===== src/rtl/compare_scheduler.sv =====
// Compare-target scheduler: a queue of {level, target} entries whose head is matched against the
// running count. On a qualified match it drives the output level, pulses fire and pops the entry.
// Optional sticky push-while-full flag: define COMPARE_SCHEDULER_OVERRUN_EN.
//
// Handshake: a push happens on a clock edge where wr_valid & wr_ready are both high.
// wr_ready = ena & ~full and does not depend on wr_valid or on a pop in the same cycle.
module compare_scheduler #(
    parameter int WIDTH = 24,
    parameter int DEPTH = 4
) (
    input  logic                     clk,
    input  logic                     arst,
    input  logic                     ena,
    input  logic                     srst,
    input  logic [WIDTH-1:0]         cnt,
    input  logic                     cnt_sync,
    input  logic                     wr_valid,
    output logic                     wr_ready,
    input  logic [WIDTH-1:0]         wr_target,
    input  logic                     wr_level,
    output logic [WIDTH-1:0]         head_target,
    output logic [$clog2(DEPTH):0]   pending,
    output logic                     empty,
    output logic                     out,
    output logic                     fire,
    output logic                     overrun,
    input  logic                     ovr_clr
);
    localparam int AW = $clog2(DEPTH);
    localparam int CW = AW + 1;

    logic [WIDTH:0]   mem_q [DEPTH];
    logic [WIDTH:0]   mem_d [DEPTH];
    logic [AW-1:0]    rd_q, rd_d, wr_q, wr_d;
    logic [CW-1:0]    count_q, count_d;
    logic             out_q, out_d, fire_q, fire_d;
    logic             full, is_empty, hit, push;
    logic [WIDTH:0]   head_entry;

    assign full        = (count_q == CW'(DEPTH));
    assign is_empty    = (count_q == '0);
    assign head_entry  = mem_q[rd_q];
    assign wr_ready    = ena & ~full;
    assign push        = wr_valid & wr_ready;
    // A freshly pushed entry only becomes visible here after its write edge, so it cannot hit early.
    assign hit         = ena & cnt_sync & ~is_empty & (cnt == head_entry[WIDTH-1:0]);

    assign head_target = is_empty ? '0 : head_entry[WIDTH-1:0];
    assign pending     = count_q;
    assign empty       = is_empty;
    assign out         = out_q;
    assign fire        = fire_q;

    always_comb begin
        mem_d   = mem_q;
        rd_d    = rd_q;
        wr_d    = wr_q;
        count_d = count_q;
        out_d   = out_q;
        fire_d  = 1'b0;
        if (srst) begin
            rd_d    = '0;
            wr_d    = '0;
            count_d = '0;
            out_d   = 1'b0;
        end else if (ena) begin
            fire_d = hit;
            if (hit) begin
                out_d = head_entry[WIDTH];
                rd_d  = rd_q + AW'(1);
            end
            if (push) begin
                mem_d[wr_q] = {wr_level, wr_target};
                wr_d        = wr_q + AW'(1);
            end
            count_d = count_q + CW'(push) - CW'(hit);
        end
    end

    always_ff @(posedge clk or negedge arst) begin
        if (!arst) begin
            rd_q    <= '0;
            wr_q    <= '0;
            count_q <= '0;
            out_q   <= 1'b0;
            fire_q  <= 1'b0;
        end else begin
            rd_q    <= rd_d;
            wr_q    <= wr_d;
            count_q <= count_d;
            out_q   <= out_d;
            fire_q  <= fire_d;
        end
    end

    // Payload storage needs no reset: entries are only read while count says they are valid.
    always_ff @(posedge clk) begin
        mem_q <= mem_d;
    end

`ifdef COMPARE_SCHEDULER_OVERRUN_EN
    logic ovr_q, ovr_d;

    always_comb begin
        ovr_d = ovr_q;
        if (srst) begin
            ovr_d = 1'b0;
        end else if (ena) begin
            if (wr_valid && full) begin
                ovr_d = 1'b1;
            end else if (ovr_clr) begin
                ovr_d = 1'b0;
            end
        end
    end

    always_ff @(posedge clk or negedge arst) begin
        if (!arst) begin
            ovr_q <= 1'b0;
        end else begin
            ovr_q <= ovr_d;
        end
    end

    assign overrun = ovr_q;
`else
    logic unused_ovr_clr;
    assign unused_ovr_clr = ovr_clr;
    assign overrun        = 1'b0;
`endif

endmodule


===== config.mk =====
export PLATFORM = sky130hd
export DESIGN_NAME = compare_scheduler
export DESIGN_NICKNAME = d
export VERILOG_FILES = /design/src/rtl/compare_scheduler.sv
export SDC_FILE = /design/constraint.sdc
export NUM_CORES = 1
export LEC_CHECK = 0
export ABC_AREA = 0
export BUFFER_PORTS_ARGS = -buffer_cell sky130_fd_sc_hd__buf_2
export CORE_MARGIN = 5
export CORE_UTILIZATION = 55
export DETAILED_ROUTE_END_ITERATION = 7
export PLACE_DENSITY_LB_ADDON = 0.08
export SYNTH_ARGS = -nofsm -noshare
export SYNTH_HDL_FRONTEND = slang
export SYNTH_SLANG_ARGS = --single-unit

===== constraint.sdc =====
create_clock -name clk -period 4.4 [get_ports clk]
set_input_delay 0.44 -clock clk [delete_from_list [all_inputs] [get_ports clk]]
set_output_delay 0.44 -clock clk [all_outputs]
set_load 0.03 [all_outputs]

# --- After elaboration in Yosys (flattened, before gate mapping) ---
# Index checks and enable logic that the tools add are counted.
word_totals:
  latchBits: 0
  wordCells: 56
  register_bits: 109
  ram_bits: 0
  output_inout_bits: 32
  mem_bits_ro: 0
  input_bits: 56
  mem_count: 0
classes:
  n_lt_le_gt_ge: 3
  mul: 0
  n_reduce_logical: 8
  n_addsub: 4
  muxes: 20
  n_bitwise: 10
  eq_ne: 2
  shifts: 0
  div_mod_pow: 0
ops:
  columns: ["operator", "count"]
  rows:
  - ["$bwmux 100", 1]
  - ["$mux 25", 3]
  - ["$bmux 25 s2", 1]
  - ["$demux 25 s2", 1]
  - ["$eq 24x24->1", 1]
  - ["$mux 24", 1]
  - ["$mux 2", 6]
  - ["$ge 3x3->1 const B", 2]
  - ["$mux 3", 2]
  - ["$not 2->3", 2]
  - ["$reduce_bool 2->1", 3]
  - ["$and 1x1->1", 5]
  - ["$mux 1", 5]
  - ["$add 2x1->2 const B", 2]
  - ["$reduce_and 2->1", 2]
  - ["$add 3x1->3", 1]
  - ["$eq 3x3->1 const B", 1]
  - ["$logic_not 3->1", 1]
  - ["$lt 3x1->1 const B", 1]
  - ["$not 1->1", 3]
  - ["$reduce_and 3->1", 1]
  - ["$sub 3x1->3", 1]
  - ["$logic_and 1x1->1", 1]

# --- Logic depth before layout (Yosys ltp) ---
# Gate-level depths: netlist of the first run.
logic_depth:
  depth_word: 9
  ltp_mapped: 18
  ltp_nobuf: 15

# --- Least setup slack after synthesis of the first run ---
# OpenSTA, ideal clock, no wires.
synth_timing:
  path_kind: "register to register"
  startpoint: "register rd_q[0]"
  endpoint: "register count_q[2], in the netlist pending[2]"
  period_less_slack_ps: 3281
  t_arrival_ps: 3149
  setup_slack_ps: 1119
  path_buffers: 1
  path_stages_with_launch: 17
  setup_ps: 132
  required_ps: 4268
  path_cell_list: "dfrtp_1 > buf_6 > mux4_2 > xor2_1 > a2111oi_2 > and4b_1 > nand4_2 > inv_1 > ha_1 > inv_1 > ha_1 > inv_1 > fa_1 > xor2_1 > nand2_1 > xor2_1 > nor2_1"
synth_via:
  elab_chain_len: 9
synth_rtl:
  columns: ["item", "line_no", "source"]
  rows:
  - ["start: declaration", "34", "logic [AW-1:0] rd_q, rd_d, wr_q, wr_d;"]
  - ["start signal: assignment", "88", "rd_q <= rd_d;"]
  - ["$not 2->3 (not written as such)", "42", "assign head_entry = mem_q[rd_q];"]
  - ["$bmux 25 s2", "42", null]
  - ["$mux 25 (not written as such) (2 in a row)", "42", null]
  - ["$eq 24x24->1", "46", "assign hit = ena & cnt_sync & ~is_empty & (cnt == head_entry[WIDTH-1:0]);"]
  - ["$and 1x1->1", "46", null]
  - ["$sub 3x1->3", "76", "count_d = count_q + CW'(push) - CW'(hit);"]
  - ["$mux 3", "66", "end else if (ena) begin"]
  - ["$mux 3", "61", "if (srst) begin"]
  - ["end signal: assignment", "90", "count_q <= count_d;"]
  - ["end: declaration", "35", "logic [CW-1:0] count_q, count_d;"]
# Every way passes these cells. The select of a mux whose other input is x is not followed.
# A chain may end at the register's enable or synchronous reset.

# --- Final worst setup path of the first run ---
layout_timing:
  startpoint: "register rd_q[1]"
  endpoint: "register count_q[2], in the netlist pending[2]"
# The elaborated chain is that of the path after synthesis.

==> results of run 1 <==
## where the power goes
group | internal (mW) | leakage [nW] | switching [mW] | total [mW]
sequential | 1.15 | 1.02 | 0.00729 | 1.15
combinational | 0.0740 | 0.926 | 0.147 | 0.221
clock | 0.208 | 0.0878 | 0.330 | 0.538
## layer usage
layer,routed length (microns),share of wire,up-vias,track usage
met1,4095,0.41,1428,0.2382
met3,684,0.069,6,0.04718
met2,5005,0.51,94,0.3065
met4,82,0.0083,0,0.05180
li1,-,-,1343,-
met5,0,0,-,0
## worst paths after layout
check	start	endpoint	slack [ns]	cells past startpoint
setup / recovery	rd_q[1]$_DFFE_PN0P_	pending[2]$_DFFE_PN0P_	0.49	16
hold / removal	wr_target[14]	mem_q[14]$_DFFE_PP_	0.29	1
setup reg to reg	rd_q[1]$_DFFE_PN0P_	pending[2]$_DFFE_PN0P_	0.49	16
hold reg to reg	out$_DFFE_PN0P_	out$_DFFE_PN0P_	0.53	2
max in group asynchronous	arst	rd_q[1]$_DFFE_PN0P_	3.75	2
min in group asynchronous	arst	rd_q[1]$_DFFE_PN0P_	0.45	2
## stage by stage
stage	worst slack (ns)	hold WS, ns	total power, mW	util	std cells
final	0.4859	0.2905	1.913	0.6462	506
after CTS	0.4492	0.2745	1.933	0.6462	506
after global routing	0.1962	0.2673	1.990	0.6462	506
after global placement	0.5092	0.3033	1.395	0.6253	489
after floorplan	1.119	0.1444	1.308	-	299
after detailed placement	0.4646	0.3024	1.400	0.6253	489
## logic make-up after synthesis
group,count (synthesis),synth area share
other,1,0.0007711
muxes,40,0.1291
xor gates and xnor gates,18,0.03242
and+or+nand+nor,63,0.07023
buffers and inverters,24,0.02547
DFF,109,0.6638
AOI/OAI and AO/OA,37,0.05866
adders and majority gates,7,0.01955
## state kept, by name, indices dropped and copies added, names as in the netlist
name     cells
fire         1
mem_q      100
out          1
pending      3
rd_q         2
wr_q         2
## layout by cell type (no fill, tap or decap), types with 2 or more instances in the layout
cell / netlist / final
edfxtp_1: 100 / 100
mux4_2: 12 / 12
mux2_2: 6 / 6
buf_2: 3 / 85
buf_4: 2 / 11
dfrtp_1: 9 / 8
nand4_1: 2 / 2
o2111ai_1: 2 / 2
o221ai_1: 3 / 3
nor2_1: 15 / 15
inv_6: 0 / 3
xor2_1: 6 / 6
clkbuf_8: 0 / 9
nand2_1: 11 / 11
nand3_1: 2 / 2
inv_1: 10 / 10
a21oi_1: 5 / 5
mux2i_1: 17 / 17
a211oi_1: 11 / 11
ha_1: 6 / 6
a2bb2oi_1: 2 / 2
nor2b_1: 17 / 17
clkinv_2: 0 / 2
mux4_1: 4 / 4
and2_1: 10 / 10
or3_1: 2 / 2
xnor2_1: 12 / 12
o21ai_0: 4 / 4
## worst max-delay path, delay by kind of cell (launching register included)
| family | cells | cell delay (ns) |
|---|---|---|
| AOI/OAI and AO/OA | 3 | 0.77 |
| muxes | 1 | 0.33 |
| xor gates and xnor gates | 2 | 0.29 |
| DFF | 1 | 0.82 |
| adders and majority gates | 3 | 0.73 |
| and+or+nand+nor | 3 | 0.34 |
| buffers and inverters | 4 | 0.52 |
## cell type report
cell class | instances | area share
sequential | 109 | 0.5759
multi-input combinational | 166 | 0.2704
timing repair buffer | 97 | 0.09237
tap | 108 | 0.02410
clock buffer | 9 | 0.02209
clock inverter | 7 | 0.008478
inverter | 10 | 0.006693
==> flow_summary.yaml, run 1 <==
cts:
  h-tree-depth: 3
  cts_buffers: 9
  cts.path.max_buffers: 2
  holdBufCountCts: 1
  clock_tree.root_cell: "clkbuf_8"
  cts_setup_buffers: 0
  cts_tree: "built"
  clk_pin_slew_ns: 0.10
  clock_latency_ns: 0.35
  cts.repair.resized: 0
  cts.sinks: 109
logic_synthesis:
  synth_top_area_share: 0.6174
  syn_nets: 362
  synth.top_cells.by_count: "100 x edfxtp_1, 17 x mux2i_1, 17 x nor2b_1"
  yosys_warnings: 0
  yosysSeqAreaShare: 0.6638
  synth_edf_count: 100
  synth_cells: 299
  async_reset_ff_frac: 0.08257
  ys.flop_type: "edfxtp_1"
  syn_avg_cell_area_sq_um: 16.27
  ys_ff_latch: 109
  synth_area_sq_mm: 0.004863
  synth_most_common_cell: "edfxtp_1"
  synth.largest_area_cell: "edfxtp_1"
  synthTopCellsByArea: "edfxtp_1 62%, mux4_2 5.6%, dfrtp_1 4.6%"
  yosysUniqueCellTypes: 44
grt:
  overflow: 0
  antenna_found_initial: 0
  grt_max_degree: 27
  grt_pass1_vias: 2904
  track_usage: 0.1833
  grt_pass1_wl_microns: 15430
power:
  power.density_mw_per_mm2: 341.1
  ir_drop_uv: 214.1
  leakagePower_nw: 2.038
detailed_routing:
  ant_nets: 0
  vias_per_cell: 5.674
  dr.pass1.iters: 5
  drt_iter0_markers: 170
  vias: 2871
  drt-total-wl_microns: 9869
  routedWlPerCell_microns: 19.50
  drc: 0
layout:
  multi_input_area_sq_mm: 0.001516
  layout-drive-gt1-share: 0.3417
  insertedDiodeCount: 0
  nets: 456
  fill_cells: 679
  seq_area_sq_mm: 0.003229
  area_delta_synth_final_pct: 15.31
  final_area_sq_mm: 0.005608
sta:
  relSlewSlack: 0.5389
  worst_pin_slew_ns: 0.6916
  min_period_ns: 3.914
  max_freq_ghz: 0.2555
  tns_ns: 0
  period_share: 0.8896
  rsz0062_at_grt: "false"
  drv_slew: 0
  finalSetupViolCount: 0
  finClkSkew_ns: 0.004329
  hold_viol: 0
setup_path:
  arrival_ns: 4.16
  worst_setup_path_end_kind: "flip-flop"
  path_class: "reg2reg"
  start_kind: "flip-flop"
  cp.required_ns: 4.64
  slowest_delay_ns: 0.82
  crit_top_cell: "inv_1"
  path_cells: "buf_4, mux2_4, a222oi_1, o2111ai_1, a211oi_2, nand4_2, inv_1, ha_1, inv_1, ha_1, inv_1, fa_1, xor2_1, nand2_1, xor2_1, nor2_1"
  cp_slowest_cell: "dfrtp_2"
  path_max_fanout: 25
die:
  die_w_microns: 104.0
  core_region_area_sq_mm: 0.008678
  io_pins: 88
  die-area_sq_mm: 0.01082
  die_height_microns: 104.0
  rows: 34
  initial_core_util: 0.5604
place:
  gp_congestion: 0.8613
  io_buffers: 85
  dp_hpwl_microns: 7047
  placed_area_sq_mm: 0.005426
flow_run:
  cap_violations: 0
min_path:
  hold_class: "in2reg"
outcome:
  status: "finished, final reports clean"
Power figures use the tool's default switching activity.
==> run 2, diff against run 1 <==
BUFFER_PORTS_ARGS = -buffer_cell sky130_fd_sc_hd__buf_4   (was -buffer_cell sky130_fd_sc_hd__buf_2)
==> run 2 against run 1 <==
Setup slack got worse by 0.0092 ns. Highest routed layer unchanged. Clock skew increased by 0.0050 ns. Cell area up 4.1%.
==> flow_summary.yaml, run 2 (synthesis gave the netlist of run 1 again) <==
layout:
  finalNonFillerCells: 506
  insertedDiodeCount: 0
  area_delta_synth_final_pct: 20.07
  top_register: "mem_q"
  final_common_cell: "edfxtp_1"
  largest_reg_flops: 100
  nets: 456
  layout-drive-gt1-share: 0.3417
  fill_cells: 647
  final_util: 0.6729
  final_cell_mix: "100 x edfxtp_1, 96 x buf_4, 17 x nor2b_1, 17 x mux2i_1, 15 x nor2_1"
  final_area_sq_mm: 0.005839
setup_path:
  path_class: "reg2reg"
  cp_slowest_cell: "dfrtp_2"
  worstPathBufferInverterCount: 4
  cp.required_ns: 4.65
  slowest_delay_ns: 0.84
  arrival_ns: 4.18
  start_kind: "flip-flop"
  path_cells: "buf_4, mux2_4, a222oi_1, o2111ai_1, a211oi_2, nand4_2, inv_1, ha_1, inv_1, ha_1, inv_1, fa_1, xor2_1, nand2_1, xor2_1, nor2_1"
  critical-path-top-delay-family: "flip-flops"
  path_max_fanout: 26
  worst_setup_path_end_kind: "flip-flop"
  crit_top_cell: "inv_1"
grt:
  grt_max_degree: 27
  grt_pass1_vias: 2975
  grt_pass1_wl_microns: 15750
  antenna_found_initial: 0
  overflow: 0
  track_usage: 0.1867
detailed_routing:
  ant_nets: 0
  drt-total-wl_microns: 10070
  dr.pass1.iters: 5
  met2_length_microns: 5176
  met1Wirelength_microns: 4244
  routedWlPerCell_microns: 19.91
  drt_iter0_markers: 137
  vias_per_cell: 5.717
  drc: 0
  vias: 2893
  topRoutingLayerUsed: "met4"
  dr_wl_met3_microns: 535
power:
  clkPwrFrac: 0.289
  p_switching_mw: 0.5056
  p_int_mw: 1.472
  power.total_mw: 1.977
  leakagePower_nw: 2.102
  p_comb_frac: 0.127
  p_sw_frac: 0.2557
  pwr-share-seq: 0.584
  ir_drop_uv: 212.5
  power.density_mw_per_mm2: 338.6
die:
  core_region_area_sq_mm: 0.008678
  die-area_sq_mm: 0.01082
  die_height_microns: 104.0
  io_pins: 88
  die_w_microns: 104.0
  rows: 34
  initial_core_util: 0.5604
cts:
  cts_setup_buffers: 0
  cts.sinks: 109
  cts.path.max_buffers: 2
  clock_latency_ns: 0.35
  clock_tree.root_cell: "clkbuf_8"
  cts_buffers: 9
  cts.repair.resized: 0
  h-tree-depth: 3
  clk_pin_slew_ns: 0.11
  cts_tree: "built"
sta:
  hold-worst-slack_ns: 0.2689
  worst_pin_slew_ns: 0.7119
  rsz0062_at_grt: "false"
  hold_viol: 0
  finalSetupViolCount: 0
  worst_slack_ns: 0.4767
  drv_slew: 0
  finClkSkew_ns: 0.009326
  period_share: 0.8917
  relSlewSlack: 0.5254
  tns_ns: 0
  min_period_ns: 3.923
  max_freq_ghz: 0.2549
place:
  gp_congestion: 0.8236
  dp_hpwl_microns: 6945
  placed_area_sq_mm: 0.005639
  pre_cts_ws_ns: 0.4607
  dp.cells: 489
  io_buffers: 85
outcome:
  status: "finished, final reports clean"
flow_run:
  cap_violations: 0
min_path:
  hold_class: "in2reg"
run 2: cell types whose count changed in the layout (fill, tap and decap cells not counted):
cell	change
clkinv_1	-1
clkinv_4	+1
clkinvlp_4	-1
buf_2	-85
clkinv_2	-2
clkbuf_1	+1
inv_8	+1
buf_4	+85
clkinv_8	+1
run 2: layout make-up:
type | instances | area (sq um) | area share
clock inverter | 6 | 62.56 | 0.01071
sequential | 109 | 3229 | 0.5530
clock buffer | 10 | 127.6 | 0.02186
multi-input combinational | 166 | 1516 | 0.2597
tap | 108 | 135.1 | 0.02314
inverter | 10 | 37.54 | 0.006428
timing repair buffer | 97 | 730.7 | 0.1251
run 2: final timing paths:
check / from / end / slack, ns / cells after the start
worst max-delay path: rd_q[1]$_DFFE_PN0P_ / pending[2]$_DFFE_PN0P_ / 0.48 / 16
worst min-delay path: wr_target[12] / mem_q[12]$_DFFE_PP_ / 0.27 / 1
worst max register to register: rd_q[1]$_DFFE_PN0P_ / pending[2]$_DFFE_PN0P_ / 0.48 / 16
worst min register to register: out$_DFFE_PN0P_ / out$_DFFE_PN0P_ / 0.56 / 2
max in group asynchronous: arst / rd_q[1]$_DFFE_PN0P_ / 3.82 / 2
min in group asynchronous: arst / pending[1]$_DFFE_PN0P_ / 0.43 / 2
run 2: power by group through the flow:
stage / sequential, mW / clock [mW] / combinational (mW)
after floorplan: 1.18 / 0 / 0.128
after global placement: 1.18 / 0 / 0.247
after detailed placement: 1.18 / 0 / 0.252
after CTS: 1.15 / 0.586 / 0.253
after global routing: 1.16 / 0.632 / 0.268
final: 1.15 / 0.571 / 0.252
run 2: timing repair:
item,4_1_cts,5_1_grt
hold endpoints to repair,9,0
hold buffers,1,0
endpoints found under the setup margin,0,0
run 2: per-layer routing:
metal | global-route usage | vias up
met3 | 0.04345 | 8
li1 | - | 1343
met5 | 0 | -
met1 | 0.2489 | 1456
met4 | 0.04903 | 0
met2 | 0.3106 | 86
==> run 3, diff against run 2 <==
CORE_UTILIZATION = 56   (was 55)
==> run 3 against run 2 <==
Clock skew rose by 0.0048 ns. Critical path depth did not move. Routed wire length fell by 1.7%. Clock power fell by 5.6%. Clock-buffer cell count did not move. Worst hold slack got worse by 0.0049 ns. Highest routed layer unchanged. Critical path type unchanged. Final cell count fell by 0.40%. Largest power group unchanged. Combinational power barely moved.
==> flow_summary.yaml, run 3 (synthesis gave the netlist of run 1 again) <==
outcome:
  status: "finished, final reports clean"
die:
  io_pins: 88
  core_region_area_sq_mm: 0.008593
  rows: 34
  die_height_microns: 103.2
  die-area_sq_mm: 0.01065
  die_w_microns: 103.2
  initial_core_util: 0.5660
power:
  clkPwrFrac: 0.277
  p_switching_mw: 0.4862
  p_comb_frac: 0.129
  power.density_mw_per_mm2: 334.7
  pwr-share-seq: 0.594
  p_int_mw: 1.458
  p_sw_frac: 0.2500
  ir_drop_uv: 201.8
  leakagePower_nw: 2.070
  power.total_mw: 1.944
layout:
  fill_cells: 617
  insertedDiodeCount: 0
  top_register: "mem_q"
  multi_input_area_sq_mm: 0.001516
  largest_reg_flops: 100
  final_util: 0.6760
  final_common_cell: "edfxtp_1"
  area_delta_synth_final_pct: 19.45
  final_cell_mix: "100 x edfxtp_1, 94 x buf_4, 17 x nor2b_1, 17 x mux2i_1, 15 x nor2_1"
  layout-drive-gt1-share: 0.3384
  seq_area_sq_mm: 0.003229
  nets: 454
cts:
  cts_setup_buffers: 0
  clock_tree.root_cell: "clkbuf_8"
  clk_pin_slew_ns: 0.11
  cts.sinks: 109
  cts_tree: "built"
  clock_latency_ns: 0.37
  h-tree-depth: 3
  cts_buffers: 9
  cts.path.max_buffers: 2
sta:
  period_share: 0.8712
  drv_slew: 0
  rsz0062_at_grt: "false"
  hold-worst-slack_ns: 0.2640
  worst_pin_slew_ns: 0.7369
  finalSetupViolCount: 0
  max_freq_ghz: 0.2609
  relSlewSlack: 0.5087
  min_period_ns: 3.833
  tns_ns: 0
  hold_viol: 0
  finClkSkew_ns: 0.01413
setup_path:
  crit_top_cell: "inv_1"
  path_class: "reg2reg"
  worst_setup_path_end_kind: "flip-flop"
  critical-path-top-delay-family: "flip-flops"
  path_cells: "buf_4, mux4_2, xnor2_1, nand4_1, nor2_1, nand4_2, inv_1, ha_1, inv_1, ha_1, inv_1, fa_1, xor2_1, nand2_1, xor2_1, nor2_1"
  cp_slowest_cell: "dfrtp_2"
  cp.required_ns: 4.66
  start_kind: "flip-flop"
  worstPathBufferInverterCount: 4
  arrival_ns: 4.09
  slowest_delay_ns: 0.85
  path_max_fanout: 27
grt:
  antenna_found_initial: 0
  grt_pass1_wl_microns: 15220
  track_usage: 0.1971
  grt_max_degree: 28
  grt_pass1_vias: 2916
  overflow: 0
detailed_routing:
  ant_nets: 0
  drc: 0
  drt_iter0_markers: 204
  dr.pass1.iters: 4
  vias: 2872
  drt-total-wl_microns: 9903
  vias_per_cell: 5.698
  routedWlPerCell_microns: 19.65
min_path:
  hold_class: "in2reg"
flow_run:
  cap_violations: 0
place:
  gp_congestion: 0.8033
  io_buffers: 85
  dp_hpwl_microns: 6848
## run 3: cell types whose count changed in the layout (fill, tap and decap cells not counted), sizes merged
cell / before / now
clkinv: 2 / 1
inv: 14 / 11
buf: 96 / 94
clkinvlp: 0 / 4
## run 3: final timing paths
path,end,from,cells after the start,slack (ns)
min in group asynchronous,pending[2]$_DFFE_PN0P_,arst,2,0.43
hold reg to reg,out$_DFFE_PN0P_,out$_DFFE_PN0P_,2,0.56
setup reg to reg,pending[2]$_DFFE_PN0P_,rd_q[1]$_DFFE_PN0P_,16,0.57
max in group asynchronous,rd_q[1]$_DFFE_PN0P_,arst,2,3.83
setup / recovery,pending[2]$_DFFE_PN0P_,rd_q[1]$_DFFE_PN0P_,16,0.57
hold / removal,mem_q[36]$_DFFE_PP_,wr_target[11],1,0.26
## run 3: per-stage QoR
step / setup WS, ns / instances / instance area [sq um]
final: 0.5669 / 504 / 5809
after global routing: 0.2322 / 504 / 5809
after CTS: 0.4818 / 504 / 5809
after detailed placement: 0.4968 / 487 / 5624
after global placement: 0.6042 / 487 / 5624
after floorplan: 1.119 / 299 / 4863
## run 3: metal layers
layer / GRT usage / vias up / share of wire
met5: 0 / - / 0
met4: 0.04980 / 0 / 0.012
met3: 0.04427 / 15 / 0.069
met2: 0.3419 / 98 / 0.52
met1: 0.2540 / 1426 / 0.40
li1: - / 1333 / -
## run 3: timing repair
action | CTS | global route
hold buffers | 1 | 0
resized for setup | 0 | 0
endpoints found under the hold margin | 9 | 0
## run 3: worst register-to-register path, delay by kind of cell (launching register included)
family / cells / cell delay [ns]
fa+ha+maj: 3 / 0.73
simple gates: 5 / 0.71
flops: 1 / 0.85
mux: 1 / 0.37
buf+inv: 4 / 0.59
xor+xnor: 3 / 0.50
## run 3: layout make-up
type                            instances  area share
Clock inverter                          6    0.008184
Clock buffer                           10     0.02197
Timing Repair Buffer                   95      0.1232
Multi-Input combinational cell        166      0.2610
Tap cell                              108     0.02326
Sequential cell                       109      0.5559
Inverter                               10    0.006461
## run 3: power groups by stage
stage | logic [mW] | registers [mW] | clock network (mW)
final | 0.250 | 1.15 | 0.539
after global routing | 0.269 | 1.16 | 0.593
after CTS | 0.253 | 1.15 | 0.546
after detailed placement | 0.252 | 1.18 | 0
after global placement | 0.247 | 1.18 | 0
after floorplan | 0.128 | 1.18 | 0
